==> src/rtl/lsu_pkg.sv <==
// Shared definitions for the RV32I load/store unit: funct3 encodings, FSM states
// and the legality check for a memory op's funct3.
package lsu_pkg;

    localparam logic [2:0] F3_B  = 3'b000;
    localparam logic [2:0] F3_H  = 3'b001;
    localparam logic [2:0] F3_W  = 3'b010;
    localparam logic [2:0] F3_BU = 3'b100;
    localparam logic [2:0] F3_HU = 3'b101;

    typedef enum logic [1:0] {
        S_IDLE,
        S_REQ,
        S_WAIT,
        S_RESP
    } lsu_state_e;

    // Unsigned variants only exist for loads.
    function automatic logic f3_legal(input logic is_load, input logic [2:0] f3);
        case (f3)
            F3_B, F3_H, F3_W: return 1'b1;
            F3_BU, F3_HU:     return is_load;
            default:          return 1'b0;
        endcase
    endfunction

endpackage

==> src/rtl/lsu_align.sv <==
// Combinational lane logic: store byte-enables/replication, load byte/half
// extraction with sign or zero extension, and the misalignment flag.
module lsu_align
    import lsu_pkg::*;
(
    input  logic [1:0]  addr_lo,
    input  logic [2:0]  funct3,
    input  logic [31:0] store_data,
    input  logic [31:0] rdata,
    output logic [3:0]  wmask,
    output logic [31:0] wdata,
    output logic [31:0] load_data,
    output logic        misaligned
);

    logic [7:0]  byte_val;
    logic [15:0] half_val;

    always_comb begin
        wmask      = 4'b0000;
        wdata      = '0;
        misaligned = 1'b0;
        case (funct3[1:0])
            2'b00: begin
                wmask = 4'b0001 << addr_lo;
                wdata = {4{store_data[7:0]}};
            end
            2'b01: begin
                wmask      = 4'b0011 << addr_lo;
                wdata      = {2{store_data[15:0]}};
                misaligned = addr_lo[0];
            end
            default: begin
                wmask      = 4'b1111;
                wdata      = store_data;
                misaligned = (addr_lo != 2'b00);
            end
        endcase
    end

    always_comb begin
        byte_val = rdata[7:0];
        case (addr_lo)
            2'd0:    byte_val = rdata[7:0];
            2'd1:    byte_val = rdata[15:8];
            2'd2:    byte_val = rdata[23:16];
            default: byte_val = rdata[31:24];
        endcase
        half_val = addr_lo[1] ? rdata[31:16] : rdata[15:0];
    end

    always_comb begin
        load_data = rdata;
        case (funct3)
            F3_B:    load_data = {{24{byte_val[7]}}, byte_val};
            F3_BU:   load_data = {24'b0, byte_val};
            F3_H:    load_data = {{16{half_val[15]}}, half_val};
            F3_HU:   load_data = {16'b0, half_val};
            default: load_data = rdata;
        endcase
    end

endmodule

==> src/rtl/load_store_unit.sv <==
// RV32I memory-access stage: one outstanding access on a req/gnt/rvalid data bus,
// with a single-cycle writeback pulse per op (including rejected ops).
module load_store_unit
    import lsu_pkg::*;
#(
    parameter int DataWidth = 32
) (
    input  logic                 clk,
    input  logic                 rst_n,
    input  logic                 ex_valid,
    output logic                 ex_ready,
    input  logic                 ex_load,
    input  logic                 ex_store,
    input  logic [2:0]           ex_funct3,
    input  logic [DataWidth-1:0] ex_addr,
    input  logic [DataWidth-1:0] ex_store_data,
    input  logic [4:0]           ex_rd,
    output logic                 mem_req,
    output logic                 mem_we,
    output logic [DataWidth-1:0] mem_addr,
    output logic [DataWidth-1:0] mem_wdata,
    output logic [3:0]           mem_wmask,
    input  logic                 mem_gnt,
    input  logic                 mem_rvalid,
    input  logic [DataWidth-1:0] mem_rdata,
    output logic                 wb_valid,
    output logic                 wb_we,
    output logic [4:0]           wb_rd,
    output logic [DataWidth-1:0] wb_data,
    output logic                 wb_err,
    output logic                 stall,
    output lsu_state_e           fsm_state
);

    lsu_state_e state;
    logic       op_load;
    logic [1:0] op_addr_lo;
    logic [2:0] op_f3;

    logic [1:0]           align_addr;
    logic [2:0]           align_f3;
    logic [3:0]           align_wmask;
    logic [DataWidth-1:0] align_wdata;
    logic [DataWidth-1:0] align_load;
    logic                 align_misaligned;
    logic                 bad_op;

    // Handshakes: an op transfers on ex_valid & ex_ready; the bus request
    // transfers on mem_req & mem_gnt; mem_rvalid is a one-cycle data strobe.
    assign ex_ready  = (state == S_IDLE);
    assign stall     = ex_valid & ~ex_ready;
    assign fsm_state = state;

    // The aligner sees the live op while idle (store lanes, misalignment) and
    // the latched op afterwards (load extraction).
    assign align_addr = ex_ready ? ex_addr[1:0] : op_addr_lo;
    assign align_f3   = ex_ready ? ex_funct3 : op_f3;
    assign bad_op     = (ex_load == ex_store) || !f3_legal(ex_load, ex_funct3);

    lsu_align u_align (
        .addr_lo    (align_addr),
        .funct3     (align_f3),
        .store_data (ex_store_data),
        .rdata      (mem_rdata),
        .wmask      (align_wmask),
        .wdata      (align_wdata),
        .load_data  (align_load),
        .misaligned (align_misaligned)
    );

    always_ff @(posedge clk or negedge rst_n) begin
        if (!rst_n) begin
            state      <= S_IDLE;
            op_load    <= 1'b0;
            op_addr_lo <= 2'b00;
            op_f3      <= 3'b000;
            mem_req    <= 1'b0;
            mem_we     <= 1'b0;
            mem_addr   <= '0;
            mem_wdata  <= '0;
            mem_wmask  <= 4'b0000;
            wb_valid   <= 1'b0;
            wb_we      <= 1'b0;
            wb_rd      <= 5'd0;
            wb_data    <= '0;
            wb_err     <= 1'b0;
        end else begin
            case (state)
                S_IDLE: begin
                    if (ex_valid) begin
                        op_load    <= ex_load;
                        op_addr_lo <= ex_addr[1:0];
                        op_f3      <= ex_funct3;
                        wb_rd      <= ex_rd;
                        if (bad_op || align_misaligned) begin
                            state    <= S_RESP;
                            wb_valid <= 1'b1;
                            wb_err   <= 1'b1;
                            wb_we    <= 1'b0;
                            wb_data  <= '0;
                        end else begin
                            state     <= S_REQ;
                            mem_req   <= 1'b1;
                            mem_we    <= ex_store;
                            mem_addr  <= {ex_addr[DataWidth-1:2], 2'b00};
                            mem_wdata <= ex_store ? align_wdata : '0;
                            mem_wmask <= ex_store ? align_wmask : 4'b0000;
                        end
                    end
                end
                S_REQ: begin
                    if (mem_gnt) begin
                        mem_req <= 1'b0;
                        if (op_load) begin
                            state <= S_WAIT;
                        end else begin
                            state    <= S_RESP;
                            wb_valid <= 1'b1;
                            wb_we    <= 1'b0;
                            wb_err   <= 1'b0;
                            wb_data  <= '0;
                        end
                    end
                end
                S_WAIT: begin
                    if (mem_rvalid) begin
                        state    <= S_RESP;
                        wb_valid <= 1'b1;
                        wb_we    <= 1'b1;
                        wb_err   <= 1'b0;
                        wb_data  <= align_load;
                    end
                end
                default: begin
                    state    <= S_IDLE;
                    wb_valid <= 1'b0;
                    wb_we    <= 1'b0;
                    wb_err   <= 1'b0;
                end
            endcase
        end
    end

endmodule

==> config.mk <==
export PLATFORM = sky130hd
export DESIGN_NAME = load_store_unit
export DESIGN_NICKNAME = d
export VERILOG_FILES = /design/src/rtl/lsu_pkg.sv /design/src/rtl/lsu_align.sv /design/src/rtl/load_store_unit.sv
export SDC_FILE = /design/constraint.sdc
export NUM_CORES = 1
export LEC_CHECK = 0
export CORE_ASPECT_RATIO = 1.5
export CORE_MARGIN = 2
export CORE_UTILIZATION = 50
export CTS_BUF_LIST = sky130_fd_sc_hd__clkbuf_16
export DETAILED_ROUTE_END_ITERATION = 7
export PLACE_DENSITY_LB_ADDON = 0.05
export SLEW_MARGIN = 5
export SYNTH_ARGS = -nofsm -noshare
export SYNTH_HDL_FRONTEND = slang
export SYNTH_HIERARCHICAL = 1
export SYNTH_SLANG_ARGS = --single-unit
==> constraint.sdc <==
create_clock -name clk -period 7 [get_ports clk]
set_input_delay 1.05 -clock clk [delete_from_list [all_inputs] [get_ports clk]]
set_output_delay 1.05 -clock clk [all_outputs]
set_load 0.02 [all_outputs]
==> flow_metrics.py <==
metrics = {
    "status": {
        "status": "finished clean",
    },
    "synthesis": {
        "synth.ff_latch_count": 116,
        "synthDistinctLibCells": 54,
        "synth_enable_flop_cells": 0,
        "synthArstFlopShare_pct": 100,
        "post_synthesis_mean_instance_area_sq_um": 9.50,
        "sequential_to_total_area_share_from_yosys_stat_pct": 45.1,
        "ys.warnings.count": 6,
        "synthDominantCellAreaShare_pct": 45.1,
        "synth_top_cell_by_area": "sky130_fd_sc_hd__dfrtp_1",
        "synthTopCellsByArea": "sky130_fd_sc_hd__dfrtp_1, sky130_fd_sc_hd__nand2_1, sky130_fd_sc_hd__mux2i_1",
        "most_used_flip_flop_cell_after_synthesis": "sky130_fd_sc_hd__dfrtp_1",
        "syn_area_sq_um": 6440,
        "mapped_cells": 678,
    },
    "finish": {
        "area_delta_synth_final_pct": 42.8,
        "num-nets-final": 982,
        "fraction_of_layout_cells_with_a_size_suffix_above_1_pct": 8.08,
        "num-fill-cells": 933,
        "insertedDiodeCount": 0,
        "finish.cell_count_without_fillers": 1035,
        "layout_common_cells": "sky130_fd_sc_hd__clkdlybuf4s50_1, sky130_fd_sc_hd__nand2_1, sky130_fd_sc_hd__dfrtp_1",
        "postLayoutCellArea_sq_um": 9200,
        "layout.cells.most_common": "sky130_fd_sc_hd__clkdlybuf4s50_1",
    },
    "critical_path": {
        "critical-path-top-delay-family": "simple AND/OR/NAND/NOR gates",
        "crit_path_slowest_cell": "sky130_fd_sc_hd__or2_1",
        "rr_worst_depth": 9,
        "crit_path_max_fanout": 38,
        "crit_path_buf_inv_count": 3,
        "crit_chain": "inv_1, ha_1, mux2_2, clkinv_1, o21ai_0, nand2b_1, buf_4, or2_1, o21ai_1",
        "timing.critical_path.depth": 9,
        "end_kind": "register",
        "arrival_ns": 5.35,
        "cp_slowest_stage_delay_ns": 0.98,
        "critical_path.startpoint_type": "register",
        "cp_data_required_time_ns": 7.23,
        "crit_type": "reg2reg",
        "reg2reg_slack_ns": 1.88,
    },
    "die": {
        "start_util_pct": 51.5,
        "floorplan.io_pins": 225,
        "die_w_um": 96.7,
        "die_height_um": 143,
        "die-area_sq_um": 13800,
        "row_count": 50,
        "core_region_area_sq_um": 12500,
    },
    "routing": {
        "wl_met3_um": 1260,
        "route.vias.total": 5770,
        "detail_route.wl_per_cell_um": 17.9,
        "post_drt_via_cell_ratio": 5.57,
        "met2RoutedLength_um": 9530,
        "ant_nets": 0,
        "route.final.wire_length_um": 18600,
        "drtPass1Iterations": 5,
        "routedLengthMet1_um": 7250,
        "highest_signal_layer_in_the_routed_design": "met4",
        "drc": 0,
        "detail_route.iter0.violations": 323,
    },
    "timing": {
        "finalHoldViolations": 0,
        "tightest_slew_ns": 1.24,
        "min_period_ns": 5.12,
        "timing.clock.skew_ns": 0.0103,
        "unrepaired_setup_endpoints_after_global_routing": "no",
        "layout_worst_path_cycle_share_pct": 73.1,
        "maxSlewViolCount": 0,
        "fin_setup_tns_ns": 0,
        "post-route-worst-setup-slack_ns": 1.88,
        "timing.max_slew.rel_slack_pct": 17.6,
        "timing.final.setup_violations": 0,
        "maxClockFrequency_ghz": 0.195,
    },
    "hold_path": {
        "hold-path-cell-count": 2,
        "timing.hold.worst.class": "reg2reg",
    },
    "place": {
        "dp_cells": 1003,
        "io_buffers": 222,
        "finalWeightedCongestion": 0.904,
        "dpl-instance-area_sq_um": 8570,
        "hpwl_um": 13200,
        "place_ws_ns": 1.60,
    },
    "clock_network": {
        "cts_tree": "built",
        "cts-htree-levels": 4,
        "path_clk_slew_ns": 0.06,
        "cts-hold-fix-buffers": 0,
        "clockRootBuffer": "sky130_fd_sc_hd__clkbuf_16",
        "cts_buffers": 17,
        "post_cts_resize_count": 0,
        "cts_num_sinks": 116,
        "worstSkewPairLatency_ns": 0.41,
        "max-clock-path-buffers": 2,
        "cts_setup_buffers": 0,
    },
    "pwr": {
        "fin_total_pwr_mw": 4.41,
        "power_leakage_nw": 4.07,
        "pwr-share-seq_pct": 24.9,
        "ir_drop_uv": 406,
        "power.combinational.fraction_pct": 54.2,
        "fraction_of_power_consumed_by_the_clock_network_pct": 20.9,
        "p_sw_mw": 1.81,
        "switching_share_pct": 41.1,
        "power.density_nw_per_um2": 479,
        "cell_internal_pwr_mw": 2.60,
    },
    "grt": {
        "grt_start_max_net_pins": 76,
        "first_global_vias": 5819,
        "global_route.overflow_total": 0,
        "grt_usage_pct": 26.9,
        "antenna_found_initial": 0,
        "grt_pass1_wl_um": 29700,
    },
    "flow_run": {
        "max_cap_violations": 0,
    },
}
==> sequential cells by signal, indices dropped and copies added, names as in the netlist, 2 cells and up <==
name / flops
mem_addr: 30
wb_rd: 5
op_addr_lo: 2
mem_wmask: 4
fsm_state: 2
mem_wdata: 32
op_f3: 3
wb_data: 32
==> tightest hold or removal path, delay by kind of cell (launching register included) <==
kind          cells  cell delay, ns
flops             1            0.34
simple gates      2            0.10
==> layer usage <==
layer / global-route usage, % / up-vias
met2: 47.4 / 262
li1: - / 2685
met4: 9.79 / 0
met3: 6.41 / 40
met5: 0 / -
met1: 32.1 / 2783
==> power groups by stage <==
stage | Clock [mW] | Sequential [mW] | Combinational [mW]
floorplan | 0 | 1.39 | 1.29
global placement | 0 | 1.09 | 2.34
detailed placement | 0 | 1.11 | 2.38
CTS | 0.936 | 1.10 | 2.40
global route | 0.969 | 1.13 | 2.58
finish | 0.922 | 1.10 | 2.39
==> per-stage QoR <==
step	hold slack, ns	utilization [%]
3_5_place_dp	0.460	68.5
2_1_floorplan	0.442	-
5_1_grt	0.496	73.5
3_3_place_gp	0.456	68.5
4_1_cts	0.474	73.5
6_report	0.470	73.5
==> cell usage after synthesis, drive strengths merged, types with 2 or more instances <==
cell    number
a211oi       2
a21oi       11
a311oi       8
a32oi       17
buf         34
clkbuf      27
dfrtp      116
ha           5
inv         50
mux2        46
mux2i       46
mux4         8
nand2      158
nand2b       3
nand3        4
nor2        16
nor2b        8
o211ai       4
o21ai       91
o22a         5
o311ai       2
o31ai        3
or2          2
==> final cells by class <==
| type | instances | area [sq um] | area share, % |
|---|---|---|---|
| inverters | 51 | 191 | 2.08 |
| repair buffers | 229 | 2270 | 24.7 |
| well taps | 156 | 195 | 2.12 |
| clock inverters | 15 | 206 | 2.24 |
| flip-flops and latches | 116 | 2900 | 31.6 |
| clock buffers | 17 | 425 | 4.63 |
| multi-input cells | 451 | 3000 | 32.7 |
==> logic make-up (layout without fill, tap and decap cells) <==
| family | Yosys count | in the layout | synth area share (%) |
|---|---|---|---|
| AO/OA/AOI/OAI | 150 | 150 | 15.0 |
| other | 1 | 2 | 0.0582 |
| AND/OR/NAND/NOR | 194 | 194 | 12.4 |
| multiplexers | 100 | 100 | 18.2 |
| adder cells (fa/ha/maj) | 5 | 5 | 0.971 |
| flip-flops | 116 | 116 | 45.1 |
| buffers and inverters | 112 | 312 | 8.41 |
==> final timing paths <==
kind,startpoint,endpoint
min,op_addr_lo[1]$_DFFE_PN0P_,op_addr_lo[1]$_DFFE_PN0P_
min reg2reg,op_addr_lo[1]$_DFFE_PN0P_,op_addr_lo[1]$_DFFE_PN0P_
max,fsm_state[0]$_DFFE_PN0P_,mem_wdata[27]$_DFFE_PN0P_
max reg2reg,fsm_state[0]$_DFFE_PN0P_,mem_wdata[27]$_DFFE_PN0P_
min in group asynchronous,rst_n,mem_addr[6]$_DFFE_PN0P_
max in group asynchronous,rst_n,wb_data[7]$_DFFE_PN0P_
Note: power is estimated with default switching activity, not from simulation.
